`config.mk`:
```
export PLATFORM = sky130hd
export DESIGN_NAME = mem_port_arbiter
export DESIGN_NICKNAME = d
export VERILOG_FILES = /design/src/rtl/mem_port_arbiter.sv
export SDC_FILE = /design/constraint.sdc
export NUM_CORES = 1
export LEC_CHECK = 0
export ABC_AREA = 1
export CORE_AREA = 2 2 197 199
export CTS_BUF_LIST = sky130_fd_sc_hd__clkbuf_8
export CTS_CLUSTER_DIAMETER = 120
export DETAILED_ROUTE_END_ITERATION = 8
export DIE_AREA = 0 0 199 201
export SYNTH_ARGS = -nofsm -noshare
export SYNTH_HDL_FRONTEND = slang
export SYNTH_SLANG_ARGS = --single-unit
```
`constraint.sdc`:
```
create_clock -name clk -period 1.93 [get_ports clk]
set_input_delay 0.386 -clock clk [delete_from_list [all_inputs] [get_ports clk]]
set_output_delay 0.386 -clock clk [all_outputs]
set_load 0.03 [all_outputs]
```
`src/rtl/mem_port_arbiter.sv`:
```
// Arbitrates the core's single 64-bit memory port between instruction fetch and data access.
// Optional macro ARB_RR_EN: round-robin tie-break instead of fixed data priority.
module mem_port_arbiter #(
    parameter int ADDR_W = 64,
    parameter int DATA_W = 64
) (
    input  logic              clk,
    input  logic              reset_n,
    input  logic              i_req,
    input  logic [ADDR_W-1:0] i_addr,
    output logic              i_ack,
    output logic [31:0]       i_rdata,
    input  logic              d_req,
    input  logic              d_we,
    input  logic [1:0]        d_size,
    input  logic [ADDR_W-1:0] d_addr,
    input  logic [DATA_W-1:0] d_wdata,
    output logic              d_ack,
    output logic              d_err,
    output logic [DATA_W-1:0] d_rdata,
    output logic              m_valid,
    output logic              m_write,
    output logic [ADDR_W-1:0] m_addr,
    output logic [1:0]        m_size,
    output logic [7:0]        m_strobe,
    output logic [DATA_W-1:0] m_wdata,
    input  logic              m_ready,
    input  logic [DATA_W-1:0] m_rdata,
    output logic              grant_d
);
    typedef enum logic [1:0] {IDLE, SERVE_I, SERVE_D, RESP} state_t;

    state_t            state_reg, state_next;
    logic              resp_d_reg;
    logic              err_reg;
    logic              lane_reg;
    logic              write_reg;
    logic [ADDR_W-1:0] addr_reg;
    logic [1:0]        size_reg;
    logic [7:0]        strobe_reg;
    logic [DATA_W-1:0] wdata_reg;
    logic [DATA_W-1:0] rdata_reg;

    logic              take_d;
    logic              d_misaligned;
    logic [2:0]        off;
    logic [7:0]        strobe_calc;
    logic [DATA_W-1:0] wdata_calc;

    assign off        = d_addr[2:0];
    assign wdata_calc = d_wdata << {off, 3'b000};

`ifdef ARB_RR_EN
    logic last_d_reg;

    // On a tie, the requester that was not granted last wins.
    assign take_d = d_req && (!i_req || !last_d_reg);

    always_ff @(posedge clk or negedge reset_n) begin
        if (!reset_n) begin
            last_d_reg <= 1'b0;
        end else if (state_reg == IDLE) begin
            if (take_d) begin
                last_d_reg <= 1'b1;
            end else if (i_req) begin
                last_d_reg <= 1'b0;
            end
        end
    end
`else
    assign take_d = d_req;
`endif

    always_comb begin
        d_misaligned = 1'b0;
        strobe_calc  = 8'h00;
        case (d_size)
            2'd0: begin
                d_misaligned = 1'b0;
                strobe_calc  = 8'h01 << off;
            end
            2'd1: begin
                d_misaligned = d_addr[0];
                strobe_calc  = 8'h03 << off;
            end
            2'd2: begin
                d_misaligned = |d_addr[1:0];
                strobe_calc  = 8'h0F << off;
            end
            default: begin
                d_misaligned = |d_addr[2:0];
                strobe_calc  = 8'hFF;
            end
        endcase
    end

    always_comb begin
        state_next = state_reg;
        case (state_reg)
            IDLE: begin
                if (take_d) begin
                    state_next = d_misaligned ? RESP : SERVE_D;
                end else if (i_req) begin
                    state_next = SERVE_I;
                end
            end
            SERVE_I, SERVE_D: begin
                if (m_ready) begin
                    state_next = RESP;
                end
            end
            default: state_next = IDLE;
        endcase
    end

    always_ff @(posedge clk or negedge reset_n) begin
        if (!reset_n) begin
            state_reg <= IDLE;
        end else begin
            state_reg <= state_next;
        end
    end

    // Payload is captured only on the grant edge so the master port stays stable under backpressure.
    always_ff @(posedge clk or negedge reset_n) begin
        if (!reset_n) begin
            resp_d_reg <= 1'b0;
            err_reg    <= 1'b0;
            lane_reg   <= 1'b0;
            write_reg  <= 1'b0;
            addr_reg   <= '0;
            size_reg   <= 2'd0;
            strobe_reg <= 8'h00;
            wdata_reg  <= '0;
            rdata_reg  <= '0;
        end else begin
            case (state_reg)
                IDLE: begin
                    if (take_d) begin
                        resp_d_reg <= 1'b1;
                        err_reg    <= d_misaligned;
                        if (!d_misaligned) begin
                            write_reg  <= d_we;
                            addr_reg   <= {d_addr[ADDR_W-1:3], 3'b000};
                            size_reg   <= d_size;
                            strobe_reg <= d_we ? strobe_calc : 8'h00;
                            wdata_reg  <= d_we ? wdata_calc : '0;
                        end
                    end else if (i_req) begin
                        resp_d_reg <= 1'b0;
                        err_reg    <= 1'b0;
                        lane_reg   <= i_addr[2];
                        write_reg  <= 1'b0;
                        addr_reg   <= {i_addr[ADDR_W-1:3], 3'b000};
                        size_reg   <= 2'd2;
                        strobe_reg <= 8'h00;
                        wdata_reg  <= '0;
                    end
                end
                SERVE_I, SERVE_D: begin
                    if (m_ready) begin
                        rdata_reg <= m_rdata;
                    end
                end
                default: ;
            endcase
        end
    end

    assign m_valid  = (state_reg == SERVE_I) || (state_reg == SERVE_D);
    assign m_write  = write_reg;
    assign m_addr   = addr_reg;
    assign m_size   = size_reg;
    assign m_strobe = strobe_reg;
    assign m_wdata  = wdata_reg;
    assign i_ack    = (state_reg == RESP) && !resp_d_reg;
    assign d_ack    = (state_reg == RESP) && resp_d_reg;
    assign d_err    = d_ack && err_reg;
    assign d_rdata  = rdata_reg;
    assign i_rdata  = lane_reg ? rdata_reg[DATA_W-1:32] : rdata_reg[31:0];
    assign grant_d  = (state_reg == SERVE_D) || ((state_reg == RESP) && resp_d_reg);
endmodule
```
Yosys cells after proc, flatten, opt, wreduce, memory -nomap -nowiden --
Index checks and enable logic that the tools add are counted.
Operators by class: eq/ne operators 8, shift-type cells 4, muxes and demuxes 27, bitwise gates (word level) 1, reductions and logical operators 17
Operator list (number):
- two-way mux 64 bit | 7
- left shift 64 x 6 -> 64 bit | 1
- two-way mux 32 bit | 1
- two-way mux 8 bit | 4
- one-hot mux 8 bit (3 select lines) | 1
- two-way mux 2 bit | 6
- left shift 1 x 3 -> 8 bit, first input constant | 1
- left shift 2 x 3 -> 8 bit, first input constant | 1
- left shift 4 x 3 -> 8 bit, first input constant | 1
- equality test 2 bit, second input constant | 3
- two-way mux 1 bit | 6
- AND reduction 2 bit | 3
- AND reduction 3 bit | 2
- equality test 2 x 1 -> 1 bit, second input constant | 2
- zero test 2 bit | 2
- inequality test 2 bit, second input constant | 2
- one-hot mux 2 bit (2 select lines) | 1
- OR reduction 2 bit | 2
- logical AND 1 bit | 3
- inequality test 3 bit, second input constant | 1
- one-hot mux 1 bit (3 select lines) | 1
- OR reduction 3 bit | 1
- logical OR 1 bit | 2
- nonzero test 2 bit | 1
- other kinds (2) | 2
Word-level totals: register bits 208, input port bits 264, output and inout bits 240, word-level logic and storage cells 67

Depth between registers and ports, before layout --
depth after elaboration 5, gate-level depth with buffers 10, mapped depth without buffers 9

Worst setup path before layout --
OpenSTA, ideal clock, no wires.
path type reg2reg, start register state_reg[0], end register rdata_reg[10], in the netlist d_rdata[10], setup time 0.133 ns, arrival 1.726 ns, data required time 1.797 ns, path slack 0.071 ns, cell stages (with the launch flop) 7, buffers on the path 2, clock period less this slack 1.859 ns, cell sequence dfrtp_1 > inv_1 > ha_1 > nand2_1 > buf_1 > clkbuf_1 > a21oi_1
On the way: word-level cells in the longest chain between the ends 3, elaborated cells on any way between the ends 4, classes of those cells eq/ne: 2; reduce/logical: 2
Ends and longest elaborated chain:
- from (decl) | RTL line 33 | state_t state_reg, state_next;
- from (signal assigned) | RTL line 120 | state_reg <= state_next;
- equality test 2 x 1 -> 1 bit / equality test 2 bit (equally long branches) | RTL line 137 | case (state_reg)
- OR reduction 2 bit (*) | RTL line 137
- AND reduction 2 bit (no source line) (*)
- to (signal assigned) | RTL line 162 | rdata_reg <= m_rdata;
- to (decl) | RTL line 42 | logic [DATA_W-1:0] rdata_reg;
Mark *: on every way between the ends. The rest lies on a longest branch, timed or not. A chain may end at the register's enable or synchronous reset.

Worst setup path in the final report --
start register state_reg[1], end output grant_d
On the way: word-level cells in the longest chain between the ends 3, elaborated cells on any way between the ends 4, classes of those cells eq/ne: 2; reduce/logical: 2
Ends and longest elaborated chain:
- equality test 2 bit | RTL line 181 | assign grant_d = (state_reg == SERVE_D) || ((state_reg == RESP) && resp_d_reg);
- logical AND 1 bit | RTL line 181
- logical OR 1 bit (*) | RTL line 181
- to (decl) | RTL line 29 | output logic grant_d
Marks and branches as above.

==> results.py <==
metrics = {
    "grt": {
        "grt_pass1_vias": 12400,
        "use_met3": 0.0558,
        "grt_max_degree": 69,
        "met1_usage": 0.279,
        "grt_use_met2": 0.407,
        "antenna_found_initial": 6,
        "grt_util_all_layers": 0.234,
        "grt_overflow": 0,
        "grt_pass1_wl_um": 72000,
        "grt_busiest_layer": "met2",
    },
    "worst_setup_path": {
        "slowest_delay_ps": 400,
        "setup.worst_path.end": "grant_d",
        "rr_worst_depth": 8,
        "required_ps": 1540,
        "worstPathCellList": "buf_4, ha_1, or2_4, buf_6",
        "end_kind": "output pin",
        "regToRegSetupSlack_ps": 220,
        "cp_top_family": "flip-flops",
        "worstReg2RegEnd": "m_wdata[4]",
        "crit_path_top_delay_cell": "dfrtp_1",
        "arrival_ps": 1630,
        "reg2reg_from": "state_reg[1]",
        "start_kind": "register",
        "crit_cells": 4,
        "crit_fanout": 3,
        "crit_path_start": "state_reg[1]",
        "critPathKind": "register to output pin",
        "cp.buffers_inverters": 2,
    },
    "yosys": {
        "synth_ff_type": "dfrtp_1",
        "synth_cells": 1546,
        "yosysSeqAreaShare": 0.460,
        "synth_top_area_cell": "dfrtp_1",
        "synth_xor_area_frac": 0,
        "synth_top_area_share": 0.460,
        "synth_area_mm2": 0.0112,
        "synthSimpleGateAreaFrac": 0.372,
        "synth_adder_area_share": 0.00897,
        "yosys_warnings": 0,
        "netlist_top_cells_area": "dfrtp_1, nand2_1, nand3_1, mux2_2, o21ai_0",
        "synthDistinctLibCells": 24,
        "synth-compound-area-share": 0.0544,
        "ys_seq_elements": 205,
        "synth_mux_area_frac": 0.0333,
        "synth_edf_count": 0,
        "synth_top_family_by_area": "simple AND/OR/NAND/NOR gates",
        "postSynthAreaPerCell_um2": 7.22,
        "synth-async-reset-ratio": 1.00,
    },
    "cells_and_area": {
        "multi_input_area_mm2": 0.00567,
        "drive_above_1_share": 0.154,
        "fin_nets": 2356,
        "n_fill_cell": 3730,
        "final_core_util": 0.487,
        "syn_to_final_growth_pct": 66.3,
        "seqCellArea_mm2": 0.00513,
    },
    "drt": {
        "dr.pass1.iters": 5,
        "wl_per_cell_um": 18.4,
        "drt-total-wl_um": 48600,
        "postRouteAntennaNets": 0,
        "first_iter_violations": 872,
        "drc": 0,
        "viasPerCell": 4.79,
        "vias": 12600,
    },
    "sta": {
        "hold_slack_ps": 218,
        "clock.fmax_ghz": 0.496,
        "period_needed_ps": 2010,
        "fin_crit_sh": 1.04,
        "setup_ws_ps": -84.6,
        "tightest_slew_ps": 659,
        "setup_viol": 33,
        "relSlewSlack": 0.561,
        "rsz0062_at_grt": "true",
        "fin_skew_ps": 9.86,
        "hold_viol_final": 0,
        "drv_slew": 0,
    },
    "place": {
        "port_buffers": 498,
        "place_congestion": 0.960,
        "place_hpwl_um": 36400,
        "preCtsSetupSlack_ps": -547,
    },
    "clocking": {
        "tritoncts": "built",
        "root_buffer": "clkbuf_8",
        "numCtsBuffers": 39,
        "clock_sinks": 205,
        "htreeDepth": 2,
        "path_clk_slew_ps": 60,
        "clk_path_buf_depth": 3,
        "clk_latency_ps": 540,
    },
    "floorplan": {
        "coreArea_mm2": 0.0381,
        "dieWidth_um": 199,
        "initial_utilization": 0.293,
        "io_pins": 504,
        "die_y_um": 201,
        "row_count": 72,
        "die_area_mm2": 0.0400,
    },
    "worst_hold_path": {
        "min_path_type": "primary input to register",
    },
    "outcome": {
        "outcome": "finished with violations",
        "violations": "setup timing",
    },
    "flow_run": {
        "drv_cap": 0,
    },
    "power_and_ir_drop": {
        "leakagePower_nw": 9.74,
        "power.density_mw_per_mm2": 1510,
        "peakVddDrop_mv": 0.654,
    },
}
==> worst min-delay path by stage <==
stage | from | to | slack (ps) | depth (start not counted)
after CTS | d_req | m_size[1] | 200 | 4
after detailed placement | reset_n | d_rdata[48] | 330 | 1
after global routing | d_req | m_size[1] | 230 | 4
final | d_req | m_size[1] | 220 | 4
after global placement | reset_n | d_rdata[48] | 340 | 1
after floorplan | reset_n | d_rdata[0] | 90 | 0
==> cells in the final DEF (no fill, tap or decap), types with 3 or more instances in the layout <==
cell type,n
ha_1,6
buf_2,3
nand3_1,279
clkbuf_8,51
dfrtp_1,204
o21ai_0,30
buf_8,3
inv_2,7
buf_4,76
o21ai_2,12
conb_1,3
diode_2,6
nand2_1,633
a21oi_1,45
clkinv_2,4
buf_6,36
buf_12,29
nand2_4,11
nand2_2,22
o21ai_4,20
o21ai_1,13
clkdlybuf4s50_1,257
inv_1,73
dlygate4sd2_1,199
mux2_2,33
nor2_1,45
==> timing repair <==
action | CTS | global route
hold buffers | 1 | 0
pin swaps | 22 | 9
resized for setup | 330 | 50
endpoints found under the setup margin | 298 | 103
cloned | 4 | 1
buffers inserted | 10 | 2
endpoints found under the hold margin | 42 | 0
==> final cells by class <==
cell class	instances	area share
Clock inverter	20	0.00620
Inverter	67	0.0136
Timing Repair Buffer	607	0.324
Tap cell	518	0.0349
Clock buffer	51	0.0378
Multi-Input combinational cell	1164	0.306
Sequential cell	205	0.276
Antenna cell	6	0.000809
==> tightest hold or removal path: cells and delay by family <==
family,cells,cell delay [ps]
simple gates,3,180
buf+inv,1,150
==> synth_stat cells, types with 2 or more instances <==
cell type and count:
a21oi_1 45, buf_1 7, buf_2 52, buf_4 13, clkbuf_1 39, dfrtp_1 205
ha_1 8, inv_1 62, inv_2 5, mux2_2 33, nand2_1 663, nand2_2 2
nand3_1 280, nand3_2 2, nor2_1 46, nor2_2 2, o21ai_0 62, o21ai_1 13
or2_2 2
==> power breakdown <==
part / switching (W) / internal (W)
Combinational: 0.00997 / 0.00630
Sequential: 0.00122 / 0.00605
Clock: 0.00194 / 0.00250
==> stage by stage <==
stage | setup TNS (ps) | total power (W) | instances | cell area (um2)
final | -931 | 0.0280 | 2638 | 18600
after detailed placement | -55090 | 0.0227 | 2546 | 17200
after global placement | -48720 | 0.0225 | 2546 | 17200
after floorplan | 0 | 0.0154 | 1548 | 11200
after CTS | -2600 | 0.0277 | 2632 | 18400
after global routing | -3000 | 0.0295 | 2637 | 18600
==> cells by family after synthesis <==
family / Yosys count
DFF: 205
other: 1
buffers and inverters: 179
AOI/OAI and AO/OA: 121
muxes: 33
adders and majority gates: 8
and+or+nand+nor: 999
==> layer usage <==
metal  vias up  part of all wire
met1      5952              0.39
met5         -                 0
met4         0             0.032
met3        85             0.083
met2       545              0.49
li1       6056                 -
Power figures use the tool's default switching activity.
